## src/rtl/bf_pkg.sv

```systemverilog
// Shared types for the bf_core_p Brainfuck interpreter core: opcode and FSM state encodings.
package bf_pkg;

  localparam int OP_W = 3;

  typedef enum logic [OP_W-1:0] {
    OP_INC   = 3'd0,
    OP_DEC   = 3'd1,
    OP_RIGHT = 3'd2,
    OP_LEFT  = 3'd3,
    OP_OPEN  = 3'd4,
    OP_CLOSE = 3'd5,
    OP_OUT   = 3'd6,
    OP_IN    = 3'd7
  } op_t;

  typedef enum logic [2:0] {
    FETCH    = 3'd0,
    EXEC     = 3'd1,
    LOAD     = 3'd2,
    SKIP_F   = 3'd3,
    SKIP_B   = 3'd4,
    OUT_WAIT = 3'd5,
    IN_WAIT  = 3'd6,
    HALT     = 3'd7
  } state_t;

endpackage

```

## src/rtl/bf_core_p.sv

```systemverilog
// Brainfuck interpreter core with external program/tape memories (1-cycle read latency).
// Macro BF_INPUT_EN enables the ',' input stream; otherwise ',' stores 0.
module bf_core_p
  import bf_pkg::*;
#(
  parameter int CELL_W  = 8,
  parameter int TAPE_AW = 16,
  parameter int PC_W    = 16,
  parameter int NEST_W  = 8
) (
  input  logic               clock,
  input  logic               reset_n,
  input  logic [PC_W-1:0]    prog_len,
  output logic [PC_W-1:0]    pc,
  input  logic [OP_W-1:0]    pmem_data_read,
  output logic [TAPE_AW-1:0] sp,
  output logic               tape_we,
  output logic [CELL_W-1:0]  tape_data_write,
  input  logic [CELL_W-1:0]  tape_data_read,
  output logic               out_valid,
  input  logic               out_ready,
  output logic [CELL_W-1:0]  out_data,
  input  logic               in_valid,
  output logic               in_ready,
  input  logic [CELL_W-1:0]  in_data,
  output logic               halted,
  output logic               error,
  output state_t             dbg_state
);

  // Handshakes: a beat transfers on a rising edge where valid && ready; valid/ready
  // come only from the state register, and out_data holds the cell, so it stays stable.
  state_t              state_q, state_d;
  logic [PC_W-1:0]     pc_q, pc_d;
  logic [TAPE_AW-1:0]  sp_q, sp_d;
  logic [CELL_W-1:0]   cell_q, cell_d;
  logic [NEST_W-1:0]   depth_q, depth_d;
  logic                err_q, err_d;
  logic                phase_q, phase_d;
  op_t                 op;

  assign op = op_t'(pmem_data_read);

  always_ff @(posedge clock or negedge reset_n) begin
    if (!reset_n) begin
      state_q <= FETCH;
      pc_q    <= '0;
      sp_q    <= '0;
      cell_q  <= '0;
      depth_q <= '0;
      err_q   <= 1'b0;
      phase_q <= 1'b0;
    end else begin
      state_q <= state_d;
      pc_q    <= pc_d;
      sp_q    <= sp_d;
      cell_q  <= cell_d;
      depth_q <= depth_d;
      err_q   <= err_d;
      phase_q <= phase_d;
    end
  end

  always_comb begin
    state_d   = state_q;
    pc_d      = pc_q;
    sp_d      = sp_q;
    cell_d    = cell_q;
    depth_d   = depth_q;
    err_d     = err_q;
    phase_d   = phase_q;
    tape_we   = 1'b0;
    out_valid = 1'b0;
    in_ready  = 1'b0;
    halted    = 1'b0;
    case (state_q)
      FETCH: begin
        if (pc_q == prog_len) begin
          state_d = HALT;
          err_d   = 1'b0;
        end else begin
          state_d = EXEC;
        end
      end
      EXEC: begin
        case (op)
          OP_INC, OP_DEC: begin
            cell_d  = (op == OP_INC) ? cell_q + CELL_W'(1) : cell_q - CELL_W'(1);
            tape_we = 1'b1;
            pc_d    = pc_q + PC_W'(1);
            state_d = FETCH;
          end
          OP_RIGHT, OP_LEFT: begin
            sp_d    = (op == OP_RIGHT) ? sp_q + TAPE_AW'(1) : sp_q - TAPE_AW'(1);
            pc_d    = pc_q + PC_W'(1);
            state_d = LOAD;
          end
          OP_OPEN: begin
            pc_d = pc_q + PC_W'(1);
            if (cell_q == '0) begin
              depth_d = NEST_W'(1);
              phase_d = 1'b0;
              state_d = SKIP_F;
            end else begin
              state_d = FETCH;
            end
          end
          OP_CLOSE: begin
            if (cell_q == '0) begin
              pc_d    = pc_q + PC_W'(1);
              state_d = FETCH;
            end else if (pc_q == '0) begin
              state_d = HALT;
              err_d   = 1'b1;
            end else begin
              depth_d = NEST_W'(1);
              phase_d = 1'b0;
              pc_d    = pc_q - PC_W'(1);
              state_d = SKIP_B;
            end
          end
          OP_OUT: state_d = OUT_WAIT;
          OP_IN: begin
`ifdef BF_INPUT_EN
            state_d = IN_WAIT;
`else
            cell_d  = '0;
            tape_we = 1'b1;
            pc_d    = pc_q + PC_W'(1);
            state_d = FETCH;
`endif
          end
          default: state_d = FETCH;
        endcase
      end
      // sp already points at the new cell; its read data arrives this cycle.
      LOAD: begin
        cell_d  = tape_data_read;
        state_d = FETCH;
      end
      SKIP_F: begin
        if (!phase_q) begin
          if (pc_q == prog_len) begin
            state_d = HALT;
            err_d   = 1'b1;
          end else begin
            phase_d = 1'b1;
          end
        end else begin
          phase_d = 1'b0;
          pc_d    = pc_q + PC_W'(1);
          if (op == OP_OPEN) begin
            if (depth_q == '1) begin
              state_d = HALT;
              err_d   = 1'b1;
            end else begin
              depth_d = depth_q + NEST_W'(1);
            end
          end else if (op == OP_CLOSE) begin
            depth_d = depth_q - NEST_W'(1);
            if (depth_q == NEST_W'(1)) state_d = FETCH;
          end
        end
      end
      SKIP_B: begin
        if (!phase_q) begin
          phase_d = 1'b1;
        end else begin
          phase_d = 1'b0;
          if (op == OP_CLOSE && depth_q == '1) begin
            state_d = HALT;
            err_d   = 1'b1;
          end else if (op == OP_OPEN && depth_q == NEST_W'(1)) begin
            depth_d = '0;
            pc_d    = pc_q + PC_W'(1);
            state_d = FETCH;
          end else begin
            if (op == OP_OPEN) depth_d = depth_q - NEST_W'(1);
            if (op == OP_CLOSE) depth_d = depth_q + NEST_W'(1);
            if (pc_q == '0) begin
              state_d = HALT;
              err_d   = 1'b1;
            end else begin
              pc_d = pc_q - PC_W'(1);
            end
          end
        end
      end
      OUT_WAIT: begin
        out_valid = 1'b1;
        if (out_ready) begin
          pc_d    = pc_q + PC_W'(1);
          state_d = FETCH;
        end
      end
      IN_WAIT: begin
`ifdef BF_INPUT_EN
        in_ready = 1'b1;
        if (in_valid) begin
          cell_d  = in_data;
          tape_we = 1'b1;
          pc_d    = pc_q + PC_W'(1);
          state_d = FETCH;
        end
`else
        state_d = FETCH;
`endif
      end
      HALT: halted = 1'b1;
      default: state_d = HALT;
    endcase
  end

`ifndef BF_INPUT_EN
  logic unused_in;
  assign unused_in = ^{in_valid, in_data};
`endif

  // The tape address is presented a cycle early so LOAD sees the moved-to cell.
  assign sp              = sp_d;
  assign pc              = pc_q;
  assign tape_data_write = cell_d;
  assign out_data        = cell_q;
  assign error           = err_q;
  assign dbg_state       = state_q;

endmodule

```

## config.mk

```make
export PLATFORM = sky130hd
export DESIGN_NAME = bf_core_p
export DESIGN_NICKNAME = d
export VERILOG_FILES = /design/src/rtl/bf_pkg.sv /design/src/rtl/bf_core_p.sv
export SDC_FILE = /design/constraint.sdc
export NUM_CORES = 1
export LEC_CHECK = 0
export CAP_MARGIN = 25
export CORE_UTILIZATION = 52
export CTS_CLUSTER_SIZE = 25
export DETAILED_ROUTE_END_ITERATION = 8
export PLACE_DENSITY = 0.84
export SYNTH_ARGS = -nofsm -noshare
export SYNTH_HDL_FRONTEND = slang
export SYNTH_SLANG_ARGS = --single-unit
```

## constraint.sdc

```tcl
create_clock -name clock -period 4.91 [get_ports clock]
set_input_delay 0.982 -clock clock [delete_from_list [all_inputs] [get_ports clock]]
set_output_delay 0.982 -clock clock [all_outputs]
set_load 0.01 [all_outputs]
```

Word-level counts from Yosys, hierarchy flattened
Index checks and enable logic that the tools add are counted.
{ "totals": {"ff_bits": 53, "out_inout_bits": 56, "word_cells": 145, "inputBits": 39} }
{ "classes": {"reduce_logical": 20, "n_mux": 70, "addsub": 8, "n_eq_ne": 40} }
{ "op_table": {"columns": ["op", "n"], "rows": [
  ["16-bit two-way mux", 10],
  ["8-bit two-way mux", 13],
  ["16-bit case mux with 4 select lines", 1],
  ["8-bit case mux with 2 select lines", 3],
  ["3-bit two-way mux", 13],
  ["3-bit != test (second input constant)", 11],
  ["16-bit by 1-bit adder with 16-bit output (second input constant)", 2],
  ["16-bit case mux with 2 select lines", 1],
  ["16-bit by 1-bit subtractor with 16-bit output (second input constant)", 2],
  ["3-bit == test (second input constant)", 8],
  ["8-bit case mux with 3 select lines", 1],
  ["1-bit two-way mux", 21],
  ["4-bit != test (second input constant)", 5],
  ["3-bit case mux with 6 select lines", 1],
  ["8-bit by 1-bit adder with 8-bit output (second input constant)", 2],
  ["16-bit == test", 1],
  ["16-bit logical NOT", 1],
  ["8-bit by 1-bit subtractor with 8-bit output (second input constant)", 2],
  ["3-bit case mux with 5 select lines", 1],
  ["2-bit != test (second input constant)", 7],
  ["3-bit by 2-bit == test with 1-bit output (second input constant)", 4],
  ["11-bit AND reduction", 1],
  ["9-bit AND reduction", 1],
  ["8-bit by 1-bit == test with 1-bit output (second input constant)", 1],
  ["18 further kinds", 25]
]} }

Logic depth before layout (Yosys ltp)
Gate-level depths: netlist (run 1).
{ "depth": {"word_depth": 7, "depth_mapped": 13, "mapped_depth_nobuf": 11} }

Least setup slack after synthesis (run 1)
OpenSTA, ideal clock, no wires.
{ "synth_path": {"kind": "input to output", "start": "input port pmem_data_read[0]", "end": "output port sp[13]", "arrival_time_ns": 3.912, "stages": 12, "setup_slack_ns": 0.016, "cell_sequence": "buf_6 -> clkbuf_1 -> clkbuf_1 -> or3_1 -> ha_1 -> a211oi_1 -> nor3_1 -> or3_1 -> a31oi_1 -> o21bai_1 -> xnor2_1 -> o21ai_0"} }
{ "synth_between": {"elab_chain_cells": 4} }
{ "synth_rtl": {"columns": ["item", "line", "text"], "rows": [
  ["start: declaration", "bf_core_p.sv:15", "input logic [OP_W-1:0] pmem_data_read,"],
  ["3-bit by 2-bit == test with 1-bit output, on equally long branches", "bf_core_p.sv:86, bf_core_p.sv:94", null],
  ["16-bit two-way mux / 2-bit OR reduction (equally long branches)", "bf_core_p.sv:94, bf_core_p.sv:86", null],
  ["16-bit two-way mux *", "bf_core_p.sv:86", "case (op)"],
  ["16-bit two-way mux *", "bf_core_p.sv:76", "case (state_q)"],
  ["end: declaration", "bf_core_p.sv:16", "output logic [TAPE_AW-1:0] sp,"]
]} }
Mark *: on every way between the ends. The rest lies on a longest branch, timed or not.

Worst setup path after layout (run 1)
{ "layout_path": {"start": "input port pmem_data_read[2]", "end": "output port sp[13]"} }
Same word-level chain as after synthesis.

==> impl_metrics.toml, run 1 <==
[synth]
synth.distinct_cells = 69
synth-main-ff-cell = "dfrtp_1"
synth_most_common_cell = "dfrtp_1"
synth_seq_cells = 53
synth-edff-count = 0
synthCells = 542
synth_area_um2 = 4590
synth.top_cell.area_share = 0.289
synth_area_leaders = "dfrtp_1 (29%), ha_1 (7.6%), xor2_1 (7.3%), o21ai_0 (4.4%), a21oi_1 (4.3%)"
yosys_warnings = 0
ys_seq_area_frac = 0.289
syn_nets = 611
async_flop_share = 1.00
synth_top_area_cell = "dfrtp_1"
synthTopCellsByCount = "dfrtp_1 (53), nand2_1 (45), o21ai_0 (40), a21oi_1 (39), xor2_1 (38)"
synth_area_per_cell_um2 = 8.46

[run_status]
status = "finished with violations"
violations = "setup timing"

[global_route]
grt_overflow = 0
antenna_found_initial = 0
grt_util_all_layers = 0.306
grt_max_degree = 54
grt_pass1_wl_um = 22200
grt_pass1_vias = 4671

[floorplanning]
fp-row-count = 33
die_width_um = 95.9
die_y_um = 95.9
die_area_um2 = 9200
start_util = 0.547
design.core.area_um2 = 8380
io_pins = 95

[worst_setup_path]
crit_fanout = 8
crit_type = "input port to primary output"
arrival_ns = 3.99
critPathRequiredTime_ns = 3.93
worst-r2r-cell-count = 6
crit_path_start_kind = "input port"
endpoint_kind = "primary output"

[clock_network]
cts_tree = "yes"
clk_latency_ns = 0.31
path_clk_slew_ns = 0.10
htreeDepth = 2
cts.sinks = 53
cts_buffer_depth = 2
ctsHoldBuffers = 0
cts_buffers = 5
cts-root-buf = "clkbuf_8"

[layout]
final_nets = 727
diodes = 0
area_growth_syn_to_layout_pct = 33.4
drive_gt1_frac = 0.182
multiInputGateArea_um2 = 3240
finish.instance_area_um2 = 6120
nFillCells = 603
regArea_um2 = 1330

[sta]
final_max_slew_viol_count = 0
relSlewSlack = 0.372
worst_pin_slew_ns = 0.939
fin_crit_ns = 4.97
fin_ws_ns = -0.0588
skew_ns = 0.00559
holdWs_ns = 0.519
hold_violations = 0
max_freq_mhz = 201
fin_crit_sh = 1.01
finalSetupViolCount = 1

[routing]
first_pass_iters = 5
routed_via_density = 6.37
wl_per_cell_um = 18.4
drt_wl_total_um = 14000
drtIter0Drc = 409
drc_errors = 0
drtAntennaViolNets = 0
via_count = 4864

[power_and_ir_drop]
p_total_w = 0.00432
power.leakage_nw = 2.68
p_int_w = 0.00229
p_comb_frac = 0.699
p_sw_w = 0.00202
p_seq_frac = 0.228
max-vdd-ir-drop_mv = 0.451
clock_power_share = 0.074
p_per_area_nw_per_um2 = 706
swShare = 0.469

[flow_run]
drv_cap = 0

[worst_hold_path]
holdCritPathClass = "flop to flop"
min_path_cells = 1

[placed_design]
io_buffers = 84
postPlaceCellArea_um2 = 5710
hpwlAfterDp_um = 9240
gp_congestion = 0.926
## stage by stage
step	instances	setup TNS, ns	worst slack [ns]	utilization
global route	764	-0.191	-0.120	0.730
global placement	750	-3.64	-0.527	0.681
floorplan	542	0	0.0157	-
CTS	761	-0.0951	-0.0951	0.711
detailed placement	750	-4.52	-0.610	0.681
finish	764	-0.0588	-0.0588	0.730
## worst max-delay path: stages
cell and delay (ns):
clkdlybuf4s50_1 0.42, or3_4 0.48, ha_4 0.29, a211oi_4 0.35, nor3_2 0.11, or3_4 0.42
a31oi_4 0.21, o21bai_1 0.12, xnor2_1 0.14, o21ai_1 0.17, buf_4 0.16, clkbuf_2 0.13
## repair_timing
action,4_1_cts,5_1_grt
pin swaps,10,19
buffers inserted,3,4
resized for setup,47,42
gates cloned,0,0
setup endpoints to repair,13,13
## worst paths after layout
check | end | slack (ns) | start
hold reg to reg | sp_q[15] | 0.52 | sp_q[15]
setup / recovery | sp[13] | -0.06 | pmem_data_read[2]
max in group asynchronous | phase_q | 3.64 | reset_n
setup reg to reg | pc[5] | 2.00 | depth_q[2]
hold / removal | sp_q[15] | 0.52 | sp_q[15]
min in group asynchronous | depth_q[4] | 0.79 | reset_n
## flip-flops by register name, indices dropped and copies added (netlist names)
signal / flops
dbg_state: 3
sp_q: 16
out_data: 8
pc: 16
phase_q: 1
error: 1
depth_q: 8
## cell families (layout without fill, tap and decap cells)
logic type      Yosys count  after routing  synth area share
mux                       7              7            0.0161
flops                    53             53             0.289
buf+inv                  49            166            0.0598
simple gates            192            192             0.226
fa+ha+maj                30             30            0.0851
xor+xnor                 56             56             0.107
compound gates          154            154             0.216
other cells               1              1          0.000818
## power groups by stage
stage / registers, W / logic [W] / clock network [W]
after floorplan: 0.000871 / 0.00171 / 0
after global placement: 0.000942 / 0.00257 / 0
after detailed placement: 0.000960 / 0.00266 / 0
after CTS: 0.000955 / 0.00277 / 0.000325
after global routing: 0.00102 / 0.00326 / 0.000338
final: 0.000983 / 0.00302 / 0.000318
## area by class of cell
type	instances	share of cell area
multi-input combinational	440	0.530
timing repair buffer	137	0.200
clock inverter	1	0.00491
sequential	53	0.217
tap	105	0.0215
inverter	21	0.0129
clock buffer	7	0.0141
## cell usage in the layout (no fill, tap or decap), types with 17 or more instances in the layout
cell and n:
xnor2_1 17, nand2_1 45, o21ai_0 27, nor2_1 37
buf_4 50, dfrtp_1 53, xor2_1 38, a21oi_1 35
nand3_1 17, ha_1 23, inv_1 20, clkdlybuf4s50_1 68
## metal layers
metal | vias up | track usage | share of wire
met4 | 0 | 0.0995 | 0.026
met3 | 44 | 0.0419 | 0.061
met1 | 2360 | 0.384 | 0.40
li1 | 2229 | - | -
met5 | - | 0 | 0
met2 | 231 | 0.540 | 0.51
(Power assumes the default switching activity.)
==> run 2: changes to the inputs <==
CAP_MARGIN = not set   (was 25)
CTS_CLUSTER_DIAMETER = 80   (was not set)
==> results of run 2 <==
No change in the layout: final DEF, timing and power equal those of run 1.
